### config.mk
export PLATFORM = sky130hd
export DESIGN_NAME = fabric_pe_load_tracked
export DESIGN_NICKNAME = d
export VERILOG_FILES = /design/src/rtl/fabric_pe_load_tracked.sv
export SDC_FILE = /design/constraint.sdc
export NUM_CORES = 1
export LEC_CHECK = 0
export ABC_AREA = 1
export CAP_MARGIN = 20
export CORE_ASPECT_RATIO = 1.5
export CORE_UTILIZATION = 32
export CTS_CLUSTER_DIAMETER = 80
export CTS_CLUSTER_SIZE = 16
export DETAILED_ROUTE_END_ITERATION = 8
export PLACE_DENSITY = 0.9
export SETUP_SLACK_MARGIN = 0.15
export SYNTH_ARGS = -nofsm -noshare
export SYNTH_HDL_FRONTEND = slang
export SYNTH_SLANG_ARGS = --single-unit
### constraint.sdc
create_clock -name clk -period 3.26 [get_ports clk]
set_input_delay 0.815 -clock clk [delete_from_list [all_inputs] [get_ports clk]]
set_output_delay 0.815 -clock clk [all_outputs]
set_load 0.1 [all_outputs]
### src/rtl/fabric_pe_load_tracked.sv
// Load adapter PE: joins address + control token into a memory request and re-tags in-order responses from a tag queue; zero-latency issue, 1-cycle response path.
// Issue stalls when QUEUE_DEPTH loads are outstanding (unless a pop frees a slot); optional perf counters under `FABRIC_PE_LOAD_TRACKED_PERF_EN.
module fabric_pe_load_tracked #(
    parameter  int ELEM_WIDTH  = 32,
    parameter  int ADDR_WIDTH  = 64,
    parameter  int TAG_WIDTH   = 0,
    parameter  int HW_TYPE     = 0,
    parameter  int QUEUE_DEPTH = 4,
    localparam int CNT_W       = $clog2(QUEUE_DEPTH + 1),
    localparam int PTR_W       = (QUEUE_DEPTH > 1) ? $clog2(QUEUE_DEPTH) : 1,
    localparam int TW          = (TAG_WIDTH > 0) ? TAG_WIDTH : 1,
    localparam int IN2_W       = (HW_TYPE == 1) ? TW : 1,
    localparam int CFG_W       = (HW_TYPE == 0 && TAG_WIDTH > 0) ? TAG_WIDTH : 1
) (
    input  logic                            clk,
    input  logic                            rst,
    input  logic                            in0_valid,
    output logic                            in0_ready,
    input  logic [ADDR_WIDTH+TAG_WIDTH-1:0] in0_data,
    input  logic                            in1_valid,
    output logic                            in1_ready,
    input  logic [ELEM_WIDTH+TAG_WIDTH-1:0] in1_data,
    input  logic                            in2_valid,
    output logic                            in2_ready,
    input  logic [IN2_W-1:0]                in2_data,
    output logic                            out0_valid,
    input  logic                            out0_ready,
    output logic [ADDR_WIDTH+TAG_WIDTH-1:0] out0_data,
    output logic                            out1_valid,
    input  logic                            out1_ready,
    output logic [ELEM_WIDTH+TAG_WIDTH-1:0] out1_data,
    input  logic [CFG_W-1:0]                cfg_data,
`ifdef FABRIC_PE_LOAD_TRACKED_PERF_EN
    output logic [31:0]                     perf_issue_cnt,
    output logic [31:0]                     perf_stall_cnt,
    output logic [31:0]                     perf_mismatch_cnt,
`endif
    output logic [CNT_W-1:0]                outstanding
);
    localparam int OW = ELEM_WIDTH + TAG_WIDTH;

    logic [TW-1:0]    in0_tag, issue_tag, pop_tag;
    logic             match, slot, req, issue, pop;
    logic [CNT_W-1:0] cnt_q, cnt_d;
    logic [PTR_W-1:0] wr_ptr_q, wr_ptr_d, rd_ptr_q, rd_ptr_d;
    logic             out1_valid_q, out1_valid_d;
    logic [OW-1:0]    out1_data_q, out1_data_d;
    logic             unused_bits;

    // Tag fields of in1 (and whichever of in2/cfg the mode ignores) are don't-care.
    assign unused_bits = ^{in1_data, in2_data, cfg_data, in0_data};

    generate
        if (TAG_WIDTH > 0) begin : g_tag
            logic [TW-1:0] tag_q [QUEUE_DEPTH];
            always_ff @(posedge clk) begin
                if (issue) tag_q[wr_ptr_q] <= issue_tag;
            end
            assign in0_tag   = in0_data[ADDR_WIDTH +: TW];
            assign pop_tag   = tag_q[rd_ptr_q];
            assign out0_data = {issue_tag, in0_data[ADDR_WIDTH-1:0]};
        end else begin : g_notag
            assign in0_tag   = '0;
            assign pop_tag   = '0;
            assign out0_data = in0_data;
        end

        if (HW_TYPE == 1) begin : g_transparent
            assign issue_tag = in0_tag;
            assign match     = (in0_tag == in2_data);
        end else begin : g_overwrite
            assign issue_tag = TW'(cfg_data);
            assign match     = 1'b1;
        end
    endgenerate

    // A pop in the same cycle frees a slot, so a full queue still issues.
    assign in1_ready  = (cnt_q != '0) & (~out1_valid_q | out1_ready);
    assign pop        = in1_valid & in1_ready;
    assign slot       = (cnt_q < CNT_W'(QUEUE_DEPTH)) | pop;
    assign req        = in0_valid & in2_valid & match;
    assign out0_valid = req & slot;
    assign issue      = out0_valid & out0_ready;
    assign in0_ready  = issue;
    assign in2_ready  = issue;

    always_comb begin
        cnt_d        = cnt_q;
        wr_ptr_d     = wr_ptr_q;
        rd_ptr_d     = rd_ptr_q;
        out1_valid_d = out1_valid_q;
        out1_data_d  = out1_data_q;
        if (issue & ~pop) cnt_d = cnt_q + CNT_W'(1);
        if (pop & ~issue) cnt_d = cnt_q - CNT_W'(1);
        if (issue) wr_ptr_d = (wr_ptr_q == PTR_W'(QUEUE_DEPTH - 1)) ? '0 : wr_ptr_q + PTR_W'(1);
        if (pop) begin
            rd_ptr_d     = (rd_ptr_q == PTR_W'(QUEUE_DEPTH - 1)) ? '0 : rd_ptr_q + PTR_W'(1);
            out1_valid_d = 1'b1;
            if (TAG_WIDTH > 0) out1_data_d = OW'({pop_tag, in1_data[ELEM_WIDTH-1:0]});
            else               out1_data_d = OW'(in1_data[ELEM_WIDTH-1:0]);
        end else if (out1_ready) begin
            out1_valid_d = 1'b0;
            out1_data_d  = '0;
        end
    end

    always_ff @(posedge clk) begin
        if (rst) begin
            cnt_q        <= '0;
            wr_ptr_q     <= '0;
            rd_ptr_q     <= '0;
            out1_valid_q <= 1'b0;
            out1_data_q  <= '0;
        end else begin
            cnt_q        <= cnt_d;
            wr_ptr_q     <= wr_ptr_d;
            rd_ptr_q     <= rd_ptr_d;
            out1_valid_q <= out1_valid_d;
            out1_data_q  <= out1_data_d;
        end
    end

    assign outstanding = cnt_q;
    assign out1_valid  = out1_valid_q;
    assign out1_data   = out1_data_q;

`ifdef FABRIC_PE_LOAD_TRACKED_PERF_EN
    logic [31:0] perf_issue_q, perf_stall_q, perf_mismatch_q;

    always_ff @(posedge clk) begin
        if (rst) begin
            perf_issue_q    <= '0;
            perf_stall_q    <= '0;
            perf_mismatch_q <= '0;
        end else begin
            if (issue)                            perf_issue_q    <= perf_issue_q + 32'd1;
            if (in0_valid & in2_valid & ~issue)   perf_stall_q    <= perf_stall_q + 32'd1;
            if (in0_valid & in2_valid & ~match)   perf_mismatch_q <= perf_mismatch_q + 32'd1;
        end
    end

    assign perf_issue_cnt    = perf_issue_q;
    assign perf_stall_cnt    = perf_stall_q;
    assign perf_mismatch_cnt = perf_mismatch_q;
`endif

endmodule
**Word level (Yosys, flattened, before mapping)**

Cells that the tools add are included.

- Add/sub/neg operators: 2
- Order comparisons: 1
- Multiplexer cells: 6
- Bitwise logic cells: 12
- Reduce and logical (&&, ||, !) cells: 3

Operators with widths:

| operator | number |
|---|---|
| 32-bit 2-to-1 mux | 2 |
| 1-bit bitwise AND | 7 |
| 3-bit 2-to-1 mux | 2 |
| 2-bit nonzero test | 2 |
| 3-bit by 1-bit adder with 3-bit output, second input constant | 1 |
| 3-bit less-than comparator, second input constant | 1 |
| 1-bit NOT | 3 |
| 3-bit nonzero test | 1 |
| 3-bit by 1-bit subtractor with 3-bit output, second input constant | 1 |
| 1-bit 2-to-1 mux | 2 |
| 1-bit bitwise OR | 2 |

- Bits in registers: 36
- Output and inout port bits: 104
- Word-level logic and storage cells: 27

**Depth between registers and ports, before layout**

- Depth after elaboration: 10
- Mapped depth: 13
- Gate-level depth less buffers: 13

**Worst setup path after synthesis**

No wires, ideal clock.

- Kind: in2out
- Start: input port in1_valid
- End: output port in2_ready
- Arrival: 3533 ps
- Slack: -1088 ps
- Stages on the path: 6
- Cells stage by stage: buf_2 a21oi_1 nor3_2 nand2_1 inv_1 buf_4

- Word-level cells in the longest chain between the ends: 4

RTL lines:

| what | line | RTL |
|---|---|---|
| start, declared | 20 | `input logic in1_valid,` |
| 1-bit bitwise AND | 79 | `assign pop = in1_valid & in1_ready;` |
| 1-bit bitwise OR | 80 | `assign slot = (cnt_q < CNT_W'(QUEUE_DEPTH)) \| pop;` |
| 1-bit bitwise AND | 82 | `assign out0_valid = req & slot;` |
| via out0_valid | 26 | `output logic out0_valid,` |
| 1-bit bitwise AND | 83 | `assign issue = out0_valid & out0_ready;` |
| end, declared | 24 | `output logic in2_ready,` |

The timed path passes the listed nets, and every way through them passes these cells.

**Final worst setup path**

- Start: input port in1_valid
- End: output port in2_ready

- Word-level cells in the longest chain between the ends: 4

RTL lines:

| what | line |
|---|---|
| 1-bit bitwise AND | 79 |
| 1-bit bitwise OR | 80 |
| 1-bit bitwise AND | 82 |
| 1-bit bitwise AND | 83 |

Every way passes these cells.

==> flow_summary.html <==
<table>
<tr><th>Metric</th><th>Value</th></tr>
<tr><th colspan="2">Die</th></tr>
<tr><td>Full die area</td><td>0.00699 mm²</td></tr>
<tr><td>Core Area</td><td>0.00644 mm²</td></tr>
<tr><td>Starting utilization of the core area</td><td>0.331</td></tr>
<tr><td>X dimension of the die</td><td>68.6 µm</td></tr>
<tr><td>Number of placement rows</td><td>36</td></tr>
<tr><td>Number of primary I/O pins</td><td>209</td></tr>
<tr><td>Die outline height</td><td>102 µm</td></tr>
<tr><th colspan="2">Clock network</th></tr>
<tr><td>Sinks on the clock net</td><td>36</td></tr>
<tr><td>Master cell of the clock root buffer</td><td>sky130_fd_sc_hd__clkbuf_8</td></tr>
<tr><td>Post-CTS Hold Fix Bufs</td><td>0</td></tr>
<tr><td>Post-cts gate resize count</td><td>1</td></tr>
<tr><td>Number of buffers created by CTS</td><td>5</td></tr>
<tr><td># H-tree levels</td><td>2</td></tr>
<tr><td>TritonCTS clock tree</td><td>done</td></tr>
<tr><td>CTS clock-pin slew for the worst setup and hold paths</td><td>0.08 ns</td></tr>
<tr><td>Clock latency on the worst-skew pair</td><td>0.28 ns</td></tr>
<tr><td>Clock Path Buffers</td><td>2</td></tr>
<tr><td>Number of setup buffers added after CTS</td><td>0</td></tr>
<tr><th colspan="2">Setup path</th></tr>
<tr><td>Peak per-stage delay on the critical path</td><td>0.55 ns</td></tr>
<tr><td>Worst-case register-to-register setup slack</td><td>1.20 ns</td></tr>
<tr><td>Crit path arrival time</td><td>2.10 ns</td></tr>
<tr><td>Worst setup endpoint</td><td>in2_ready</td></tr>
<tr><td>Launch point of the critical path</td><td>in1_valid</td></tr>
<tr><td>Cell chain of the critical path</td><td>clkdlybuf4s50_1 -&gt; a21oi_4 -&gt; nor3_4 -&gt; nand2_2 -&gt; clkinvlp_4 -&gt; buf_12</td></tr>
<tr><td>Slowest CP cell</td><td>sky130_fd_sc_hd__clkdlybuf4s50_1</td></tr>
<tr><td>Total stage count of the critical path</td><td>6</td></tr>
<tr><td>Data required, critical path</td><td>roughly 2.4 ns</td></tr>
<tr><td>Buffers plus inverters on the worst setup path</td><td>3</td></tr>
<tr><td>R2R cell count</td><td>12</td></tr>
<tr><td>Top cell family by delay on the critical path</td><td>buffers and inverters</td></tr>
<tr><td>Critical path capture point type</td><td>output port</td></tr>
<tr><td>CP Launch Type</td><td>input port</td></tr>
<tr><td>Critical R2R Capture</td><td>outstanding[2]</td></tr>
<tr><td>Critical path peak fanout</td><td>3</td></tr>
<tr><td>Source of the worst register-to-register timing path</td><td>outstanding[1]</td></tr>
<tr><td>Crit Path Class</td><td>in2out</td></tr>
<tr><th colspan="2">Global route</th></tr>
<tr><td>Number of global-route vias before repair</td><td>1690</td></tr>
<tr><td>Wire length of the first global-routing pass</td><td>8480 µm</td></tr>
<tr><td>GRT met2 Usage</td><td>0.273</td></tr>
<tr><td>Most utilized layer in the global route result</td><td>met2</td></tr>
<tr><td>Number of antenna violations at the first check in global routing</td><td>0</td></tr>
<tr><td>GRT Resource Usage Total</td><td>0.167</td></tr>
<tr><td>Largest net degree at the start of global routing</td><td>37</td></tr>
<tr><td>Leftover overflow at the end of global routing</td><td>0</td></tr>
<tr><td>Met3 global-route usage</td><td>0.0268</td></tr>
<tr><td>Met1 track utilization from global routing</td><td>0.169</td></tr>
<tr><th colspan="2">Synthesis</th></tr>
<tr><td>Post-synth cell types</td><td>22</td></tr>
<tr><td>Count of state elements after synthesis</td><td>36</td></tr>
<tr><td>Cell taking the most area after synthesis</td><td>sky130_fd_sc_hd__dfxtp_1</td></tr>
<tr><td>Post-synth design cell area</td><td>0.00213 mm²</td></tr>
<tr><td>Top-area cell type share of the netlist area</td><td>0.338</td></tr>
<tr><td>Syn nets</td><td>about 360</td></tr>
<tr><td>Instance count of the mapped netlist</td><td>251</td></tr>
<tr><td>Sequential-to-total area share from yosys stat</td><td>0.338</td></tr>
<tr><td>Yosys warning count</td><td>0</td></tr>
<tr><td>Per-instance average area after synthesis</td><td>8.48 µm²</td></tr>
<tr><td>Biggest area contributors in the synthesized netlist</td><td>sky130_fd_sc_hd__dfxtp_1, sky130_fd_sc_hd__buf_4, sky130_fd_sc_hd__nand4_1</td></tr>
<tr><th colspan="2">STA</th></tr>
<tr><td>Worst Skew</td><td>0.00967 ns</td></tr>
<tr><td>Final clock period utilization by the worst path</td><td>0.895</td></tr>
<tr><td>Max-Slew Margin vs Limit</td><td>0.702</td></tr>
<tr><td>Tightest Pin Transition</td><td>0.447 ns</td></tr>
<tr><td>Minimum hold slack</td><td>0.481 ns</td></tr>
<tr><td>Setup repair after global routing missed its margin</td><td>false</td></tr>
<tr><td>Clock period minus worst slack</td><td>2.92 ns</td></tr>
<tr><td>Slew Viols, Final</td><td>0</td></tr>
<tr><td>Highest attainable clock frequency</td><td>343 MHz</td></tr>
<tr><td>Final setup vio count</td><td>0</td></tr>
<tr><td>Final hold vios</td><td>0</td></tr>
<tr><th colspan="2">Route</th></tr>
<tr><td>Via total after detailed routing</td><td>roughly 1800</td></tr>
<tr><td>Post-route DRC</td><td>0</td></tr>
<tr><td>Avg WL per Cell</td><td>around 17 µm</td></tr>
<tr><td>Final routed wirelength across all metal layers</td><td>around 5800 µm</td></tr>
<tr><td>Post-detailed-route count of antenna-violating nets</td><td>0</td></tr>
<tr><td>Number of DRC violations after detailed-routing iteration 0</td><td>94</td></tr>
<tr><td>Post-detailed-route via-to-cell ratio</td><td>5.28</td></tr>
<tr><td>Detailed Routing Iterations Pass 1</td><td>4</td></tr>
<tr><th colspan="2">Status</th></tr>
<tr><td>Result of the run</td><td>complete, no violations</td></tr>
<tr><th colspan="2">Placed design</th></tr>
<tr><td>Total cell area at the placement stage</td><td>0.00244 mm²</td></tr>
<tr><td>Placer's final routability congestion estimate</td><td>0.714</td></tr>
<tr><td>Detailed Place HPWL</td><td>between 4000 and 5000 µm</td></tr>
<tr><td>Count of port buffers added during placement</td><td>78</td></tr>
<tr><th colspan="2">Cells and area</th></tr>
<tr><td>Layout area overhead</td><td>18.2%</td></tr>
<tr><td>Number of antenna diodes</td><td>0</td></tr>
<tr><td>Fin area</td><td>0.00252 mm²</td></tr>
<tr><td>Number of nets in the final layout</td><td>365</td></tr>
<tr><td>Fraction of final layout cells with drive strength greater than 1</td><td>0.310</td></tr>
<tr><th colspan="2">Worst hold path</th></tr>
<tr><td>Worst min-delay path class</td><td>reg2reg</td></tr>
<tr><th colspan="2">Power</th></tr>
<tr><td>Max VDD drop</td><td>approximately 600 µV</td></tr>
<tr><td>Power density relative to cell area</td><td>828 mW/mm²</td></tr>
<tr><td>Static leakage</td><td>0.941 nW</td></tr>
<tr><th colspan="2">Job</th></tr>
<tr><td>Reported max-cap violation count</td><td>0</td></tr>
</table>
[cells in the mapped netlist]
library cell / instances
sky130_fd_sc_hd__nor3_2: 1
sky130_fd_sc_hd__inv_1: 11
sky130_fd_sc_hd__nor2_1: 2
sky130_fd_sc_hd__buf_4: 65
sky130_fd_sc_hd__nand2_1: 7
sky130_fd_sc_hd__ha_1: 1
sky130_fd_sc_hd__buf_8: 3
sky130_fd_sc_hd__nand2_4: 2
sky130_fd_sc_hd__nor3b_1: 1
sky130_fd_sc_hd__dfxtp_1: 36
sky130_fd_sc_hd__a21oi_1: 27
sky130_fd_sc_hd__nor2_2: 1
sky130_fd_sc_hd__nand3_2: 8
sky130_fd_sc_hd__inv_2: 1
sky130_fd_sc_hd__fa_1: 1
sky130_fd_sc_hd__a21oi_2: 8
sky130_fd_sc_hd__clkbuf_1: 2
sky130_fd_sc_hd__nand3_4: 1
sky130_fd_sc_hd__nand3_1: 25
sky130_fd_sc_hd__nand4_1: 32
sky130_fd_sc_hd__a211oi_1: 1
sky130_fd_sc_hd__buf_2: 15
[placed cells by master, fill, tap and decap left out, types with 2 or more instances in the layout]
cell type	n
sky130_fd_sc_hd__clkbuf_8	5
sky130_fd_sc_hd__nor2_1	2
sky130_fd_sc_hd__clkdlybuf4s50_1	37
sky130_fd_sc_hd__nand3_2	8
sky130_fd_sc_hd__buf_4	43
sky130_fd_sc_hd__dfxtp_1	34
sky130_fd_sc_hd__nand4_1	32
sky130_fd_sc_hd__a21oi_1	26
sky130_fd_sc_hd__inv_1	10
sky130_fd_sc_hd__a21oi_2	8
sky130_fd_sc_hd__dfxtp_2	2
sky130_fd_sc_hd__nand2_1	6
sky130_fd_sc_hd__buf_12	4
sky130_fd_sc_hd__nand3_1	25
[power breakdown]
part           total, mW  switching, mW  internal, mW  leakage (nW)
registers          0.563         0.0509         0.512         0.293
clock network      0.302          0.156         0.145        0.0410
logic               1.22          0.932         0.288         0.607
total               2.08           1.14         0.946         0.941
[metal layers]
metal	part of all wire	routed length, µm
met5	0	0
met4	0.075	435
met3	0.073	423
met2	0.51	2950
met1	0.35	2010
[final cells by class]
cell class	instances	area, µm²
sequential	36	723
inverter	12	61.3
timing repair buffer	85	782
clock inverter	1	5.00
tap	76	95.1
multi-input combinational	118	777
clock buffer	6	72.6
fill	678	3930
[through the flow]
stage / setup WS (ns) / util / TNS (ns) / cells / total power [mW]
after floorplan: -0.170 / - / -0.170 / 251 / 1.91
after global placement: 0.178 / 0.379 / 0 / 327 / 1.78
after detailed placement: 0.150 / 0.379 / 0 / 327 / 1.80
after CTS: 0.318 / 0.391 / 0 / 334 / 2.11
after global routing: 0.275 / 0.391 / 0 / 334 / 2.18
final: 0.343 / 0.391 / 0 / 334 / 2.08
[worst min path at each step]
stage / from / to / slack (ns) / cells past startpoint
5_1_grt: out1_data[26] / out1_data[26] / 0.50 / 2
3_3_place_gp: out1_data[23] / out1_data[23] / 0.46 / 2
6_report: out1_data[26] / out1_data[26] / 0.48 / 2
3_5_place_dp: out1_data[26] / out1_data[26] / 0.47 / 2
4_1_cts: out1_data[26] / out1_data[26] / 0.48 / 2
2_1_floorplan: out1_data[23] / out1_data[23] / 0.92 / 2
[worst reg2reg max path, cell delays in order, from the launching register on]
cell	delay (ns)
sky130_fd_sc_hd__dfxtp_1	0.40
sky130_fd_sc_hd__nor2_2	0.08
sky130_fd_sc_hd__nand2_4	0.31
sky130_fd_sc_hd__nand3_4	0.10
sky130_fd_sc_hd__inv_1	0.07
sky130_fd_sc_hd__ha_1	0.16
sky130_fd_sc_hd__inv_1	0.07
sky130_fd_sc_hd__fa_1	0.38
sky130_fd_sc_hd__inv_1	0.06
sky130_fd_sc_hd__nand2_1	0.04
sky130_fd_sc_hd__nand3_1	0.07
sky130_fd_sc_hd__nand2_1	0.05
sky130_fd_sc_hd__nor3b_1	0.13
[sequential cells by signal, summed over array words and instances (netlist names)]
| name | count |
|---|---|
| out1_data | 32 |
| out1_valid | 1 |
| outstanding | 3 |
[cells by family (layout without fill, tap and decap cells)]
group	after synthesis	after routing	share of synthesized area
DFF	36	36	0.338
AOI/OAI and AO/OA	36	36	0.0999
adders and majority gates	2	2	0.0153
buffers and inverters	97	104	0.310
and+or+nand+nor	80	80	0.236
Note: power is estimated with default switching activity, not from simulation.
